==> src/rtl/uart_rx_fifo.sv <==
// uart_rx_fifo
//   UART receiver with a first-word-fall-through receive FIFO. The serial line
//   is synchronised and sampled mid-bit. Frames carry DATA_BITS data bits (LSB
//   first), optional odd/even parity and STOP_BITS stop bits. Good words are
//   queued. Framing, parity and overflow errors are reported as one-cycle pulses.
//
// Ports
//   clk         system clock
//   rst         synchronous, active-high reset
//   rx          asynchronous serial input, idle high
//   data_out    FIFO head word; holds its last value while the FIFO is empty
//   valid       FIFO not empty
//   ready       consumer accepts the head word; a pop happens on valid && ready
//   count       FIFO occupancy
//   frame_err   one-cycle pulse: a stop bit was sampled low (word discarded)
//   parity_err  one-cycle pulse: parity mismatch (word discarded)
//   overflow    one-cycle pulse: a good word was dropped because the FIFO was full
//   busy        receiver active, from start detection through frame completion
//
// Receiver states
//   state    | meaning
//   S_IDLE   | line idle, waiting for a low level on rx_s
//   S_START  | half-bit wait, then confirm the start bit or reject a glitch
//   S_DATA   | sample DATA_BITS data bits at mid-bit, LSB first
//   S_PARITY | sample the parity bit (only when PARITY != 0)
//   S_STOP   | sample STOP_BITS stop bits; the last sample ends the frame

module uart_rx_fifo #(
  parameter int CLKS_PER_BIT = 10416,
  parameter int DATA_BITS    = 8,
  parameter int PARITY       = 0,
  parameter int STOP_BITS    = 1,
  parameter int FIFO_DEPTH   = 16
) (
  input  logic                              clk,
  input  logic                              rst,
  input  logic                              rx,
  output logic [DATA_BITS-1:0]              data_out,
  output logic                              valid,
  input  logic                              ready,
  output logic [$clog2(FIFO_DEPTH+1)-1:0]   count,
  output logic                              frame_err,
  output logic                              parity_err,
  output logic                              overflow,
  output logic                              busy
);

  localparam int TW = $clog2(CLKS_PER_BIT);
  localparam int AW = $clog2(FIFO_DEPTH);
  localparam int CW = $clog2(FIFO_DEPTH+1);
  localparam logic [TW-1:0] T_FULL = TW'(CLKS_PER_BIT - 1);
  localparam logic [TW-1:0] T_HALF = TW'(CLKS_PER_BIT/2 - 1);

  typedef enum logic [2:0] {S_IDLE, S_START, S_DATA, S_PARITY, S_STOP} state_t;

  state_t               state;
  logic                 rx_meta, rx_s;
  logic [TW-1:0]        timer;
  logic [3:0]           bit_cnt;
  logic [DATA_BITS-1:0] shreg;
  logic                 par_bit;
  logic                 stop_bad;
  logic                 par_fail;
  logic                 word_ok;
  logic                 done;

  always_ff @(posedge clk) begin
    if (rst) begin
      rx_meta <= 1'b1;
      rx_s    <= 1'b1;
    end else begin
      rx_meta <= rx;
      rx_s    <= rx_meta;
    end
  end

  always_comb begin
    par_fail = 1'b0;
    if (PARITY == 1)
      par_fail = ~(^shreg ^ par_bit);
    else if (PARITY == 2)
      par_fail = ^shreg ^ par_bit;
  end

  // Completion results are registered, so pulses and the push request appear
  // in the cycle after the last stop sample. shreg is left untouched in IDLE
  // and START, so it still holds the word during that cycle even if a new
  // start edge is seen immediately.
  always_ff @(posedge clk) begin
    if (rst) begin
      state      <= S_IDLE;
      timer      <= '0;
      bit_cnt    <= '0;
      shreg      <= '0;
      par_bit    <= 1'b0;
      stop_bad   <= 1'b0;
      frame_err  <= 1'b0;
      parity_err <= 1'b0;
      word_ok    <= 1'b0;
      done       <= 1'b0;
    end else begin
      frame_err  <= 1'b0;
      parity_err <= 1'b0;
      word_ok    <= 1'b0;
      done       <= 1'b0;
      case (state)
        S_IDLE: begin
          if (!rx_s) begin
            state    <= S_START;
            timer    <= T_HALF;
            bit_cnt  <= '0;
            stop_bad <= 1'b0;
          end
        end
        S_START: begin
          if (timer != '0) begin
            timer <= timer - TW'(1);
          end else if (rx_s) begin
            state <= S_IDLE;
          end else begin
            state <= S_DATA;
            timer <= T_FULL;
          end
        end
        S_DATA: begin
          if (timer != '0) begin
            timer <= timer - TW'(1);
          end else begin
            shreg <= {rx_s, shreg[DATA_BITS-1:1]};
            timer <= T_FULL;
            if (bit_cnt == 4'(DATA_BITS - 1)) begin
              bit_cnt <= '0;
              state   <= (PARITY != 0) ? S_PARITY : S_STOP;
            end else begin
              bit_cnt <= bit_cnt + 4'd1;
            end
          end
        end
        S_PARITY: begin
          if (timer != '0) begin
            timer <= timer - TW'(1);
          end else begin
            par_bit <= rx_s;
            timer   <= T_FULL;
            state   <= S_STOP;
          end
        end
        S_STOP: begin
          if (timer != '0) begin
            timer <= timer - TW'(1);
          end else begin
            timer <= T_FULL;
            if (bit_cnt == 4'(STOP_BITS - 1)) begin
              state      <= S_IDLE;
              done       <= 1'b1;
              frame_err  <= stop_bad | ~rx_s;
              parity_err <= ~(stop_bad | ~rx_s) & par_fail;
              word_ok    <= ~(stop_bad | ~rx_s) & ~par_fail;
            end else begin
              bit_cnt <= bit_cnt + 4'd1;
              if (!rx_s)
                stop_bad <= 1'b1;
            end
          end
        end
        default: state <= S_IDLE;
      endcase
    end
  end

  assign busy = (state != S_IDLE) | done;

  // Receive FIFO
  logic [DATA_BITS-1:0] mem [FIFO_DEPTH];
  logic [AW-1:0]        wptr, rptr;
  logic                 full, pop, push;

  assign valid    = (count != '0);
  assign full     = (count == CW'(FIFO_DEPTH));
  assign pop      = valid & ready;
  // A full FIFO still accepts a word when the head leaves in the same cycle.
  assign push     = word_ok & (~full | pop);
  assign overflow = word_ok & full & ~pop;

  always_ff @(posedge clk) begin
    if (push)
      mem[wptr] <= shreg;
  end

  // data_out is a register tracking the head. On a pop it takes the next
  // stored entry, or the incoming word when that is the only one left.
  always_ff @(posedge clk) begin
    if (rst) begin
      wptr     <= '0;
      rptr     <= '0;
      count    <= '0;
      data_out <= '0;
    end else begin
      if (push)
        wptr <= wptr + AW'(1);
      if (pop)
        rptr <= rptr + AW'(1);
      count <= count + CW'(push) - CW'(pop);
      if (pop) begin
        if (count > CW'(1))
          data_out <= mem[rptr + AW'(1)];
        else if (push)
          data_out <= shreg;
      end else if (!valid && push) begin
        data_out <= shreg;
      end
    end
  end

endmodule

==> config.mk <==
export PLATFORM = sky130hd
export DESIGN_NAME = uart_rx_fifo
export DESIGN_NICKNAME = d
export VERILOG_FILES = /design/src/rtl/uart_rx_fifo.sv
export SDC_FILE = /design/constraint.sdc
export NUM_CORES = 1
export LEC_CHECK = 0
export CORE_UTILIZATION = 30
export CTS_CLUSTER_DIAMETER = 80
export DETAILED_ROUTE_END_ITERATION = 8
export PLACE_DENSITY = 0.5
export SYNTH_ARGS = -nofsm -noshare
export SYNTH_HDL_FRONTEND = slang
export SYNTH_SLANG_ARGS = --single-unit
==> constraint.sdc <==
create_clock -name clk -period 7.1 [get_ports clk]
set_input_delay 1.775 -clock clk [delete_from_list [all_inputs] [get_ports clk]]
set_output_delay 1.775 -clock clk [all_outputs]
set_load 0.02 [all_outputs]
==> run_results.csv, run 1 <==
group,metric,value,unit
clock_tree,postCtsSetupRepairBufs,0,
drt,dr_total_vias,4576,
clock_tree,clk_pin_slew,0.07,ns
synthesis,seq_area_frac_synth,62.50,%
worst_setup_path,worstSetupPathType,"in2out",
timing,setup_viol,0,
place,gp_congestion,0.7647,
drt,wl_per_cell,17.95,um
synthesis,synth_common_cells,"edfxtp_1, nor2_1, dfxtp_1, mux4_2, nand2_1",
finish,fin_area,9072,sq um
timing,finalSetupTns,0,ns
synthesis,synth_area,7944,sq um
clock_tree,cts_tree,"done",
clock_tree,cts_hold_buf,0,
power_and_ir_drop,p_per_area,338.1,nW/um^2
finish,multi_input_area,2778,sq um
timing,finalCritPeriodShare,72.42,%
synthesis,synth_fp_nets,590,
timing,hold_viol_final,0,
timing,fin_skew,0.01044,ns
power_and_ir_drop,p_leak,3.167,nW
clock_tree,cts_max_level,4,
outcome,status,"completed",
power_and_ir_drop,vdd.ir_drop.worst,153.9,uV
global_route,grt_overflow,0,
worst_setup_path,critical_path_required,5.33,ns
finish,ff_latch_area,4966,sq um
timing,finalCriticalPeriod,5.142,ns
synthesis,synthTopCellsByArea,"edfxtp_1, dfxtp_1, mux4_2, mux2i_1, nor2_1",
hold_path,hold_path_class,"reg2reg",
synthesis,yosysMostFrequentCell,"edfxtp_1",
clock_tree,clk-insertion-delay-late,0.43,ns
place,pre_cts_ws,1.954,ns
worst_setup_path,endpoint_kind,"output port",
finish,nets,606,
drt,drcViolationCount,0,
global_route,grt_usage,13.38,%
finish,fill_cells,2506,
global_route,antenna_found_initial,0,
hold_path,holdCritStartpoint,"rx_meta$_SDFF_PP1_",
floorplanning,row_count,59,
hold_path,min_to,"rx_s$_SDFF_PP1_",
timing,max_freq,194.5,MHz
clock_tree,cts_made_buffers,17,
floorplanning,die_h,164.7,um
worst_setup_path,crit_arrival,3.37,ns
clock_tree,cts_resized,0,
synthesis,synthCells,568,
floorplanning,core_area,25980,sq um
synthesis,yosys.area.top_type,"edfxtp_1",
place,dpl.hpwl,10730,um
timing,rsz0062_at_grt,"false",
floorplanning,die-area,27130,sq um
finish,insertedDiodeCount,0,
drt,wl,16730,um
synthesis,synth_area_per_cell,13.99,sq um
hold_path,holdPathStages,1,
synthesis,synth-async-reset-ratio,0,%
worst_setup_path,regToRegSetupSlack,4.11,ns
global_route,grt_pass1_vias,4766,
clock_tree,cts_root_buf,"clkbuf_16",
timing,worst_pin_slew,1.148,ns
synthesis,yosysTopAreaCellShare,48.39,%
run,cap_violations,0,
clock_tree,clock_path_buffers,2,
floorplanning,start_util,30.57,%
drt,drtAntennaViolNets,0,
global_route,grt_first_pass_wirelength,26640,um
finish,areaGrowthSynthToFinish,14.21,%
synthesis,yosys_warnings,0,
drt,drt_iter0_markers,252,
timing,slew_viol_final,0,
drt,viasPerCell,4.910,
synthesis,yosys.cell_types.count,60,
global_route,grt_max_degree,56,
floorplanning,die_width,164.7,um
synthesis,synth-seq-cells,184,
finish,drive_gt1_share,14.91,%
worst_setup_path,reg2reg_from,"count[2]$_SDFF_PP0_",
drt,drtPass1Iterations,6,
worst_setup_path,worst_r2r_path_depth,13,
timing,maxSlewHeadroom,23.45,%
worst_setup_path,reg2reg_to,"count[4]$_SDFF_PP0_",
timing,fin_ws,1.958,ns
synthesis,synth_ff_type,"edfxtp_1",
worst_setup_path,startpoint_type,"input port",
finish,post-route-util,34.91,%
synthesis,synth_edf_count,128,
floorplanning,io_pins,22,
clock_tree,cts.sinks,184,
worst_setup_path,crit_fanout,4,
place,place_area,8489,sq um
place,port_buffers,20,
==> through the flow <==
stage,hold WS (ns),power [mW],cells
floorplan,0.3895,1.917,568
global placement,0.4030,2.166,900
detailed placement,0.4080,2.176,900
CTS,0.4305,3.114,932
global route,0.4463,3.240,932
finish,0.4253,3.068,932
==> worst max-delay path by stage <==
stage | from | end | slack (ns) | depth (start not counted)
after floorplan | ready | overflow | 2.67 | 2
after global placement | ready | overflow | 2.03 | 4
after detailed placement | ready | overflow | 1.95 | 4
after CTS | ready | overflow | 1.94 | 4
after global routing | ready | overflow | 1.77 | 4
final | ready | overflow | 1.96 | 4
==> power by group <==
group          switching [mW]  total (mW)  internal, mW
clock                   0.435       0.935         0.500
sequential             0.0509        1.23          1.18
combinational           0.487       0.900         0.413
total                   0.973        3.07          2.09
==> kinds of logic after synthesis <==
group,count (synthesis),share of synthesized area [%]
fa+ha+maj,18,2.930
buf+inv,50,2.567
mux,57,12.22
xor+xnor,11,1.307
compound gates,88,7.970
other cells,1,0.04721
flops,184,62.50
simple gates,159,10.46
==> layer usage <==
| metal | global-route usage, % | vias to the layer above | part of all wire, % |
|---|---|---|---|
| met5 | 0 | - | 0 |
| met4 | 4.128 | 0 | 1.0 |
| met3 | 2.913 | 10 | 3.2 |
| met2 | 22.96 | 55 | 51 |
| met1 | 16.73 | 2316 | 45 |
| li1 | - | 2195 | - |
==> area by class of cell <==
class                           instances  share of cell area [%]
Sequential cell                       184                   54.74
Multi-Input combinational cell        334                   30.62
Clock buffer                           18                   4.730
Tap cell                              335                   4.620
Timing Repair Buffer                   28                   2.813
Clock inverter                         14                   1.696
Inverter                               19                  0.7861
==> flip-flops by register name, summed over array words and instances, names as in the netlist <==
register,count
stop_bad,1
shreg,8
mem,128
rptr,4
count,5
done,1
rx_meta,1
bit_cnt,4
rx_s,1
timer,14
word_ok,1
data_out,8
wptr,4
state,3
frame_err,1
==> worst max-delay path, cell delays in order <==
cell and delay, ns:
clkdlybuf4s50_1 0.45, nand2b_1 0.18, nor4b_1 0.28, clkdlybuf4s50_1 0.67
==> cells in the final DEF (no fill, tap or decap), types with 5 or more instances in the layout <==
| cell type | instances |
|---|---|
| a21oi_1 | 16 |
| a311oi_1 | 13 |
| a31oi_1 | 6 |
| buf_4 | 8 |
| clkbuf_16 | 17 |
| clkdlybuf4s50_1 | 19 |
| dfxtp_1 | 55 |
| edfxtp_1 | 128 |
| ha_1 | 16 |
| inv_1 | 19 |
| mux2i_1 | 25 |
| mux4_2 | 32 |
| nand2_1 | 31 |
| nand2b_1 | 10 |
| nand3_1 | 8 |
| nor2_1 | 60 |
| nor3_1 | 10 |
| o21a_1 | 5 |
| o21ai_0 | 9 |
| o22a_1 | 8 |
| o31ai_1 | 5 |
| or2_2 | 6 |
| or3_1 | 5 |
| xnor2_1 | 5 |
| xor2_1 | 5 |
Note: power is estimated with default switching activity, not from simulation.
==> inputs of run 2 (changes only) <==
--- a/config.mk
+++ b/config.mk
@@ -8,7 +8,7 @@
 export CORE_UTILIZATION = 30
 export CTS_CLUSTER_DIAMETER = 80
 export DETAILED_ROUTE_END_ITERATION = 8
-export PLACE_DENSITY = 0.5
+export PLACE_DENSITY = 0.51
 export SYNTH_ARGS = -nofsm -noshare
 export SYNTH_HDL_FRONTEND = slang
 export SYNTH_SLANG_ARGS = --single-unit
==> constraint.sdc (replaced) <==
create_clock -name clk -period 4.7 [get_ports clk]
set_input_delay 1.175 -clock clk [delete_from_list [all_inputs] [get_ports clk]]
set_output_delay 1.175 -clock clk [all_outputs]
set_load 0.02 [all_outputs]
==> run 2 against run 1 <==
- cell count down 0.11%
- via count up 1.6%
- non-clock buffer count decreased by 1
- clock power up 49%
- routed wire length fell by 1.4%
- critical path type unchanged
==> run_results.csv, run 2 (synthesis results as in run 1) <==
group,metric,value,unit
worst_setup_path,worstSetupPathType,"in2out",
timing,hold_viol_final,0,
power_and_ir_drop,vdd.ir_drop.worst,239.1,uV
finish,insertedDiodeCount,0,
run,cap_violations,0,
clock_tree,cts.sinks,184,
floorplanning,core_area,25980,sq um
place,gp_congestion,0.7683,
clock_tree,cts_made_buffers,17,
global_route,antenna_found_initial,0,
timing,rsz0062_at_grt,"false",
timing,finalSetupTns,0,ns
place,port_buffers,20,
timing,max_freq,257.0,MHz
clock_tree,clk_pin_slew,0.07,ns
finish,reg.largest.list,"mem x128, timer x14",
drt,wl_per_cell,17.71,um
power_and_ir_drop,clockPowerShare,30.1,%
worst_setup_path,critPathMaxStageDelay,0.65,ns
worst_setup_path,cpMaxStageDelayCell,"clkdlybuf4s50_1",
floorplanning,start_util,30.57,%
floorplanning,die_width,164.7,um
clock_tree,cts_resized,0,
finish,final_cells,931,
drt,wl,16490,um
worst_setup_path,crit_family,"buffers and inverters",
worst_setup_path,worst-path-buf-inv,2,
power_and_ir_drop,p_leak,3.158,nW
global_route,grt_pass1_vias,4723,
global_route,grt_max_degree,56,
drt,drcViolationCount,0,
finish,largest_reg_flops,128,
global_route,grt_overflow,0,
place,dp.cells,899,
finish,mostFrequentLayoutCells,"edfxtp_1, nor2_1, dfxtp_1",
power_and_ir_drop,power.total,4.616,mW
timing,setup_viol,0,
drt,viasPerCell,4.991,
drt,drtAntennaViolNets,0,
clock_tree,cts_hold_buf,0,
worst_setup_path,crit_arrival,2.72,ns
power_and_ir_drop,sequentialPowerShare,40.4,%
clock_tree,clock_path_buffers,2,
worst_setup_path,crit_fanout,4,
worst_setup_path,startpoint_type,"input port",
clock_tree,cts_max_level,4,
worst_setup_path,critical_path.cell_chain,"clkdlybuf4s50_1 > nand2b_1 > nor4b_1 > clkdlybuf4s50_1",
timing,slew_viol_final,0,
power_and_ir_drop,switching_share,32.35,%
floorplanning,die_h,164.7,um
clock_tree,clk-insertion-delay-late,0.43,ns
power_and_ir_drop,p_int,3.123,mW
worst_setup_path,cp_common_cell,"clkdlybuf4s50_1",
power_and_ir_drop,combPwrFrac,29.5,%
drt,dr_total_vias,4647,
finish,top_register,"mem",
floorplanning,io_pins,22,
floorplanning,row_count,59,
global_route,grt_first_pass_wirelength,26160,um
clock_tree,cts_tree,"done",
timing,finalCritPeriodShare,82.78,%
timing,worst_pin_slew,1.103,ns
timing,maxSlewHeadroom,26.48,%
power_and_ir_drop,p_sw,1.493,mW
outcome,status,"completed",
clock_tree,postCtsSetupRepairBufs,0,
finish,areaGrowthSynthToFinish,14.08,%
clock_tree,cts_root_buf,"clkbuf_16",
drt,drt_iter0_markers,267,
worst_setup_path,critical_path_required,3.52,ns
worst_setup_path,endpoint_kind,"output port",
place,dpl.hpwl,10590,um
finish,drive_gt1_share,14.77,%
global_route,grt_usage,13.12,%
hold_path,hold_path_class,"reg2reg",
finish,nets,605,
timing,finalCriticalPeriod,3.891,ns
timing,fin_skew,0.01361,ns
drt,drtPass1Iterations,4,
finish,final_common_cell,"edfxtp_1",
power_and_ir_drop,p_per_area,509.3,nW/um^2
floorplanning,die-area,27130,sq um
==> run 2: cell types whose count changed in the layout (fill, tap and decap cells not counted) <==
cell,change
buf_4,-1
bufinv_16,-1
clkinv_2,-1
clkinv_4,-1
clkinv_8,+2
inv_6,+1
==> run 2: worst register-to-register path, delay by kind of cell, from the launching register on <==
| family | cells | cell delay [ns] |
|---|---|---|
| fa+ha+maj | 4 | 1.07 |
| simple gates | 4 | 1.04 |
| flops | 1 | 0.34 |
| compound gates | 2 | 0.31 |
| buf+inv | 3 | 0.27 |
==> run 2: worst paths after layout <==
kind	startpoint	cells after the start	slack [ns]	to
worst min register to register	rx_meta$_SDFF_PP1_	1	0.41	rx_s$_SDFF_PP1_
worst min-delay path	rx_meta$_SDFF_PP1_	1	0.41	rx_s$_SDFF_PP1_
worst max-delay path	ready	4	0.81	overflow
worst max register to register	count[2]$_SDFF_PP0_	13	1.61	count[4]$_SDFF_PP0_
==> run 2: final cells by class <==
| cell class | instances | area, sq um |
|---|---|---|
| tap | 335 | 419.2 |
| clock inverter | 14 | 151.4 |
| sequential | 184 | 4966 |
| fill | 2512 | 16920 |
| multi-input combinational | 334 | 2778 |
| clock buffer | 18 | 429.2 |
| timing repair buffer | 27 | 247.7 |
| inverter | 19 | 71.32 |
==> run 2: metal layers <==
metal	track usage [%]	up-vias	share of wire (%)
met2	22.31	91	50
met4	4.045	0	1.2
met3	2.863	8	3.7
met5	0	-	0
met1	16.59	2353	45
li1	-	2195	-
==> run 2: through the flow <==
stage / hold WS [ns] / util [%] / setup WS (ns) / instance area [sq um]
floorplan: 0.3895 / - / 1.416 / 7944
global placement: 0.4021 / 32.64 / 0.7958 / 8482
detailed placement: 0.4014 / 32.64 / 0.7239 / 8482
CTS: 0.4181 / 34.88 / 0.8083 / 9062
global route: 0.4342 / 34.88 / 0.7457 / 9062
finish: 0.4139 / 34.88 / 0.8094 / 9062
==> run 2: power by group through the flow <==
stage | Combinational (mW) | Sequential, mW | Clock (mW)
5_1_grt | 1.52 | 1.87 | 1.48
2_1_floorplan | 0.967 | 1.93 | 0
6_report | 1.36 | 1.86 | 1.39
3_5_place_dp | 1.38 | 1.90 | 0
3_3_place_gp | 1.38 | 1.90 | 0
4_1_cts | 1.39 | 1.86 | 1.42
